### src/rtl/seg_decimal_scroller.sv
// seg_decimal_scroller: converts a 6-bit ALU result (natural or two's complement)
// to decimal by repeated subtraction, then cycles its digits on one 7-segment
// display with a blank gap between loops. dp marks a negative value; an error
// result shows the "E" glyph instead.
//
// state   | meaning
// --------+------------------------------------------------------------
// IDLE    | nothing accepted since reset, display blank
// CONVERT | subtracting 10 per cycle from mag into tens, input stalled
// TENS    | showing the tens digit (only entered when tens != 0)
// UNITS   | showing the units digit
// ERR     | showing the error glyph
// GAP     | blank display between loops
module seg_decimal_scroller #(
  parameter int NBITS_IN     = 6,
  parameter int NBITS_SEG    = 8,
  parameter int DWELL_CYCLES = 2,
  parameter int BLANK_CYCLES = 1
) (
  input  logic                 clk_2,
  input  logic                 reset_n,
  input  logic                 in_valid,
  output logic                 in_ready,
  input  logic [NBITS_IN-1:0]  in_value,
  input  logic                 in_signed,
  input  logic                 in_error,
  output logic [NBITS_SEG-1:0] seg,
  output logic                 busy,
  output logic                 done
);

  localparam int TENS_W  = $clog2((2 ** NBITS_IN) / 10 + 1);
  localparam int CNT_MAX = (DWELL_CYCLES > BLANK_CYCLES) ? DWELL_CYCLES : BLANK_CYCLES;
  localparam int CNT_W   = $clog2(CNT_MAX + 1);

  typedef enum logic [2:0] {
    IDLE    = 3'd0,
    CONVERT = 3'd1,
    TENS    = 3'd2,
    UNITS   = 3'd3,
    ERR     = 3'd4,
    GAP     = 3'd5
  } state_t;

  state_t               state, state_nxt;
  logic [NBITS_IN-1:0]  mag;
  logic [TENS_W-1:0]    tens;
  logic                 neg;
  logic                 err;
  logic [CNT_W-1:0]     dwell_cnt;
  logic [NBITS_SEG-1:0] seg_nxt;
  logic                 accept;
  logic                 dwell_tc;
  logic                 blank_tc;
  logic                 in_neg;

  function automatic logic [6:0] glyph(input logic [3:0] d);
    case (d)
      4'd0:    glyph = 7'h3F;
      4'd1:    glyph = 7'h06;
      4'd2:    glyph = 7'h5B;
      4'd3:    glyph = 7'h4F;
      4'd4:    glyph = 7'h66;
      4'd5:    glyph = 7'h6D;
      4'd6:    glyph = 7'h7D;
      4'd7:    glyph = 7'h07;
      4'd8:    glyph = 7'h7F;
      4'd9:    glyph = 7'h6F;
      default: glyph = 7'h00;
    endcase
  endfunction

  assign accept   = in_valid && in_ready;
  assign in_neg   = in_signed & in_value[NBITS_IN-1];
  assign dwell_tc = (dwell_cnt == CNT_W'(DWELL_CYCLES - 1));
  assign blank_tc = (dwell_cnt == CNT_W'(BLANK_CYCLES - 1));

  // State register
  always_ff @(posedge clk_2 or negedge reset_n) begin
    if (!reset_n) state <= IDLE;
    else          state <= state_nxt;
  end

  // Next-state logic; an accept in any ready state overrides the dwell timer
  always_comb begin
    state_nxt = state;
    case (state)
      IDLE: begin
        if (accept) state_nxt = in_error ? ERR : CONVERT;
      end
      CONVERT: begin
        if (mag < NBITS_IN'(10)) state_nxt = (tens != '0) ? TENS : UNITS;
      end
      TENS: begin
        if (accept)        state_nxt = in_error ? ERR : CONVERT;
        else if (dwell_tc) state_nxt = UNITS;
      end
      UNITS: begin
        if (accept)        state_nxt = in_error ? ERR : CONVERT;
        else if (dwell_tc) state_nxt = GAP;
      end
      ERR: begin
        if (accept)        state_nxt = in_error ? ERR : CONVERT;
        else if (dwell_tc) state_nxt = GAP;
      end
      GAP: begin
        if (accept)        state_nxt = in_error ? ERR : CONVERT;
        else if (blank_tc) state_nxt = err ? ERR : ((tens != '0) ? TENS : UNITS);
      end
      default: state_nxt = IDLE;
    endcase
  end

  // Outputs decoded from the current state; seg_nxt is what the display shows one cycle later
  always_comb begin
    in_ready = (state != CONVERT);
    busy     = (state != IDLE);
    done     = (state == CONVERT) && (mag < NBITS_IN'(10));
    seg_nxt  = '0;
    case (state)
      TENS: begin
        seg_nxt[6:0]           = glyph(4'(tens));
        seg_nxt[NBITS_SEG-1]   = neg;
      end
      UNITS: begin
        seg_nxt[6:0]           = glyph(4'(mag));
        seg_nxt[NBITS_SEG-1]   = neg;
      end
      ERR:     seg_nxt[6:0]    = 7'h79;
      default: seg_nxt         = '0;
    endcase
  end

  // Display register; blanks immediately on a new accept
  always_ff @(posedge clk_2 or negedge reset_n) begin
    if (!reset_n)    seg <= '0;
    else if (accept) seg <= '0;
    else             seg <= seg_nxt;
  end

  // Operand capture and the subtract-by-ten conversion
  always_ff @(posedge clk_2 or negedge reset_n) begin
    if (!reset_n) begin
      mag  <= '0;
      tens <= '0;
      neg  <= 1'b0;
      err  <= 1'b0;
    end else if (accept) begin
      neg  <= in_neg;
      mag  <= in_neg ? (NBITS_IN'(0) - in_value) : in_value;
      tens <= '0;
      err  <= in_error;
    end else if (state == CONVERT && mag >= NBITS_IN'(10)) begin
      mag  <= mag - NBITS_IN'(10);
      tens <= tens + 1'b1;
    end
  end

  // Dwell timer: restarts on every state change or accept, saturates otherwise
  always_ff @(posedge clk_2 or negedge reset_n) begin
    if (!reset_n)                           dwell_cnt <= '0;
    else if (accept || state_nxt != state)  dwell_cnt <= '0;
    else if (dwell_cnt != CNT_W'(CNT_MAX))  dwell_cnt <= dwell_cnt + 1'b1;
  end

endmodule
### config.mk
export PLATFORM = sky130hd
export DESIGN_NAME = seg_decimal_scroller
export DESIGN_NICKNAME = d
export VERILOG_FILES = /design/src/rtl/seg_decimal_scroller.sv
export SDC_FILE = /design/constraint.sdc
export NUM_CORES = 1
export LEC_CHECK = 0
export BUFFER_PORTS_ARGS = -buffer_cell sky130_fd_sc_hd__buf_4
export CORE_ASPECT_RATIO = 1.5
export CORE_MARGIN = 4
export CORE_UTILIZATION = 45
export CTS_BUF_LIST = sky130_fd_sc_hd__clkbuf_16
export DETAILED_ROUTE_END_ITERATION = 8
export HOLD_SLACK_MARGIN = 0.12
export SYNTH_ARGS = -nofsm -noshare
export SYNTH_HDL_FRONTEND = slang
export SYNTH_SLANG_ARGS = --single-unit
### constraint.sdc
create_clock -name clk_2 -period 2.05 [get_ports clk_2]
set_input_delay 0.3075 -clock clk_2 [delete_from_list [all_inputs] [get_ports clk_2]]
set_output_delay 0.3075 -clock clk_2 [all_outputs]
set_load 0.02 [all_outputs]
# Yosys cells after proc, flatten, opt, wreduce, memory -nomap -nowiden
# Memory sizes are Yosys's and may differ from the RTL's.
# Index checks and enable logic that the tools add are counted.
# totals
ramBits	0
mem_bits_ro	168
latch_bits	0
reg_bits	24
mem_count	2
# memory_table
memory	words	width	rd	rd_ports_with_merged_regs	write_ports	line	source
(no name shown)	16	7	1	0	0	58	case (d)
(no name shown)	8	7	1	0	0	58	
# classes
n_shift	0
mux	22
reduce_logical	12
bitwise_logic	1
n_mul	0
div	0
n_addsub	4
eq_ne	9
n_lt_le_gt_ge	2
# ops
op	count
3-bit two-way mux	12
7-bit case mux with 3 select lines	1
6-bit two-way mux	3
3-bit case mux with 5 select lines	1
8-bit two-way mux	1
3-bit by 2-bit == test with 1-bit output (second input constant)	2
3-bit == test (second input constant)	2
6-bit by 4-bit >= comparator with 1-bit output (second input constant)	1
6-bit by 4-bit < comparator with 1-bit output (second input constant)	1
3-bit nonzero test	2
1-bit by 6-bit subtractor with 6-bit output (first input constant)	1
6-bit by 4-bit subtractor with 6-bit output (second input constant)	1
2-bit two-way mux	2
2-bit nonzero test	2
2-bit OR reduction	2
3-bit by 1-bit adder with 3-bit output (second input constant)	1
3-bit by 1-bit == test with 1-bit output (second input constant)	1
1-bit logical AND	3
3-bit logical NOT	1
3-bit by 1-bit != test with 1-bit output (second input constant)	1
3-bit != test	1
2-bit by 1-bit adder with 2-bit output (second input constant)	1
2-bit by 1-bit == test with 1-bit output (second input constant)	1
2-bit logical NOT	1
other kinds (4)	5

# Logic depth before layout (Yosys ltp)
# depth
depth_word	9
mapped_depth	7

# Worst setup path after synthesis
# No wires, ideal clock.
# synth_timing
path_kind	flip-flop to flip-flop
start	reg tens[0]
end	reg dwell_cnt[0]
setup_slack_ns	0.311
t_arrival_ns	1.600
n_path_buf	0
synth_period_minus_slack_ns	1.739
t_required_ns	1.912
stages_incl_launch_ff	7
setup_ns	0.138
cell_sequence	dfrtp_1 > inv_1 > ha_1 > or3b_2 > a311oi_1 > nor3_1 > mux2i_1
# synth_between
elab_chain_cells	9
elab_cells_between_ends	11
classes_between	eq/ne (1); mux (7); reduce/logical (3)
# synth_rtl
element	line	source
start: declaration	47	logic [TENS_W-1:0] tens;
start signal: assignment	155	tens <= tens + 1'b1;
3-bit nonzero test (*)	92, 108	
1-bit two-way mux (*)	92, 108	
3-bit two-way mux (2 in a row)	108	else if (blank_tc) state_nxt = err ? ERR : ((tens != '0) ? TENS : UNITS);
3-bit two-way mux	107	if (accept) state_nxt = in_error ? ERR : CONVERT;
3-bit case mux with 5 select lines (*)	87	case (state)
3-bit != test (*)	162	else if (accept || state_nxt != state) dwell_cnt <= '0;
1-bit logical OR (*)	162	
2-bit two-way mux or 2-bit nonzero test (tied branches)	-	
end signal: assignment	163	else if (dwell_cnt != CNT_W'(CNT_MAX)) dwell_cnt <= dwell_cnt + 1'b1;
end: declaration	50	logic [CNT_W-1:0] dwell_cnt;
# Mark *: on every way between the ends. The rest lies on a longest branch, timed or not.
# A chain may end at the register's enable or synchronous reset.

# Worst setup path in the final report
# layout_timing
start	reg mag[2]
end	out done
# layout_between
elab_chain_cells	2
# layout_rtl
element	line	source
start: declaration	46	logic [NBITS_IN-1:0] mag;
start signal: assignment	150	mag <= in_neg ? (NBITS_IN'(0) - in_value) : in_value;
start signal: assignment	154	mag <= mag - NBITS_IN'(10);
6-bit by 4-bit < comparator with 1-bit output	118	done = (state == CONVERT) && (mag < NBITS_IN'(10));
1-bit logical AND	118	
end: declaration	29	output logic done
# Every way passes these cells.

==> results.json <==
{
  "clock_path_buffers": 2,
  "via_count": 1445,
  "setup_tns_ps": 0,
  "worstPathArrival_ps": 1650,
  "core.rowCount": 27,
  "avgSynthCellArea_um2": 8.86,
  "antenna_found_initial": 0,
  "drtPass1Iterations": 4,
  "hold_violations": 0,
  "die_h_um": 83.5,
  "layout_common_cells": "24 x dfrtp_1, 24 x buf_4, 16 x ha_1",
  "critical-path-top-delay-family": "flip-flops",
  "worstSetupStartpointType": "register",
  "end_kind": "output port",
  "ys.warnings.count": 0,
  "gp_congestion": 0.817,
  "synth_top_flop_cell": "dfrtp_1",
  "clkSlewWorstSetupHoldPaths_ps": 60,
  "htreeDepth": 1,
  "chipWidth_um": 58.3,
  "vdd_drop_max_mv": 0.742,
  "io_buffers": 21,
  "finalWirelength_um": 3800,
  "cp.buffers_inverters": 2,
  "antenna_left": 0,
  "async_reset_ff_frac": 1.00,
  "rsz0062_at_grt": "false",
  "syn_inst": 193,
  "fin_crit_sh": 0.955,
  "start_util": 0.464,
  "grt_usage": 0.173,
  "critical-path-max-stage-delay_ps": 480,
  "cp_max_fo": 10,
  "tightestPinTransition_ps": 546,
  "diodes": 0,
  "cts_tree": "built",
  "grt_overflow_total": 0,
  "ys_seq_area_frac": 0.351,
  "hp-class": "in2reg",
  "grt_pass1_wl_um": 6690,
  "clk_latency_ps": 260,
  "synth_nets": 220,
  "finalNetCount": 241,
  "worstHoldPathCells": 2,
  "fmaxAchievable_ghz": 0.511,
  "maxCapViolations": 0,
  "run_status": "complete, no violations",
  "via_per_inst": 5.64,
  "cp_slowest_cell": "dfrtp_1",
  "fp.dieArea_um2": 4870,
  "total_power_uw": 2660,
  "cp.depth": 4,
  "finClkSkew_ps": 5.75,
  "drt_iter0_markers": 45,
  "cts_sinks": 24,
  "ys_types": 42,
  "grt_max_degree": 25,
  "grt_pass1_vias": 1496,
  "synth_area_um2": 1710,
  "cts.root.buffer_cell": "clkbuf_16",
  "power_density_nw_per_um2": 1340,
  "finalMaxSlewViolations": 0,
  "slew_headroom": 0.630,
  "ios": 22,
  "wl_per_cell_um": 14.8,
  "path_class": "reg2out",
  "finalSetupViolCount": 0,
  "area_growth_pct": 16.5,
  "reg2reg_depth": 6,
  "synth_seq_cells": 24,
  "power.leakage_uw": 0.000938,
  "synth_edf_count": 0,
  "path_cells": "o21ai_1, nand3_1, inv_1, buf_4",
  "dp_hpwl_um": 2950,
  "numCtsBuffers": 3,
  "required_ps": 1740,
  "core_um2": 3680,
  "drive_gt1_frac": 0.164,
  "drc_errors": 0,
  "fin_crit_ps": 1960
}
==> flip-flops by register name, summed over array words and instances (netlist names) <==
register / count
seg: 8
mag: 6
err: 1
neg: 1
tens: 3
dwell_cnt: 2
state: 3
==> area by class of cell <==
cell class | instances | area [um^2]
Tap cell | 43 | 53.8
Timing Repair Buffer | 25 | 190
Multi-Input combinational cell | 145 | 1010
Clock buffer | 3 | 75.1
Clock inverter | 1 | 3.75
Sequential cell | 24 | 601
Inverter | 15 | 56.3
Fill cell | 320 | 1690
==> cells in the mapped netlist, types with 5 or more instances <==
cell | number | area [um^2]
a21oi_1 | 15 | 75.1
and2_1 | 5 | 31.3
clkbuf_1 | 6 | 22.5
dfrtp_1 | 24 | 601
ha_1 | 16 | 200
inv_1 | 14 | 52.6
nand2_1 | 9 | 33.8
nand2b_1 | 9 | 56.3
nand3_1 | 7 | 35.0
nor2_1 | 11 | 41.3
nor2b_1 | 7 | 43.8
nor3_1 | 6 | 30.0
o21a_1 | 6 | 45.0
o21ai_0 | 10 | 50.1
==> logic make-up (layout without fill, tap and decap cells) <==
kind of cell / count (synthesis) / count (layout) / synth area share
AND/OR/NAND/NOR: 68 / 68 / 0.226
AO/OA/AOI/OAI: 50 / 50 / 0.182
flip-flops: 24 / 24 / 0.351
buffers and inverters: 24 / 44 / 0.0585
adder cells (fa/ha/maj): 16 / 16 / 0.117
multiplexers: 8 / 8 / 0.0497
XOR/XNOR: 3 / 3 / 0.0154
==> metal layers <==
metal | part of all wire | track usage
met1 | 0.40 | 0.191
met2 | 0.55 | 0.323
met3 | 0.024 | 0.0186
met4 | 0.022 | 0.0591
met5 | 0 | 0
==> worst register-to-register path, delay by kind of cell, from the launching register on <==
family / cells / cell delay (ps)
flops: 1 / 420
buf+inv: 1 / 150
fa+ha+maj: 1 / 200
mux: 1 / 140
simple gates: 2 / 590
compound gates: 1 / 280
==> power by group <==
group	internal, uW	leakage [uW]	total [uW]	switching, uW
Combinational	602	0.000588	1440	835
Sequential	631	0.000311	797	166
Clock	261	0.0000385	428	167
Total	1490	0.000938	2660	1170
==> stage by stage <==
step	hold WS [ps]	setup slack (ps)	cell area [um^2]	util	instances
global route	287	19.0	1990	0.541	256
CTS	270	125	1990	0.540	256
global placement	222	234	1900	0.516	251
finish	280	93.2	1990	0.541	256
floorplan	11.9	311	1710	-	193
detailed placement	232	163	1900	0.516	251
==> path summary, 6_finish.rpt <==
| check | slack, ps | to | start |
|---|---|---|---|
| worst max-delay path | 90 | done | mag[2]$_DFFE_PN0P_ |
| worst min-delay path | 280 | seg[4]$_DFF_PN0_ | in_valid |
| worst max register to register | 150 | dwell_cnt[0]$_DFFE_PN0P_ | tens[0]$_DFFE_PN0P_ |
| worst min register to register | 480 | neg$_DFFE_PN0P_ | neg$_DFFE_PN0P_ |
| max in group asynchronous | 1320 | state[2]$_DFF_PN0_ | reset_n |
| min in group asynchronous | 490 | tens[0]$_DFFE_PN0P_ | reset_n |
==> what timing repair did <==
| item | 4_1_cts | 5_1_grt |
|---|---|---|
| endpoints found under the hold margin | 24 | 0 |
| endpoints found under the setup margin | 0 | 1 |
| setup buffers | 0 | 0 |
| resized for setup | 0 | 1 |
| hold buffers | 1 | 0 |
No activity file was read; power rests on OpenSTA's default activity.
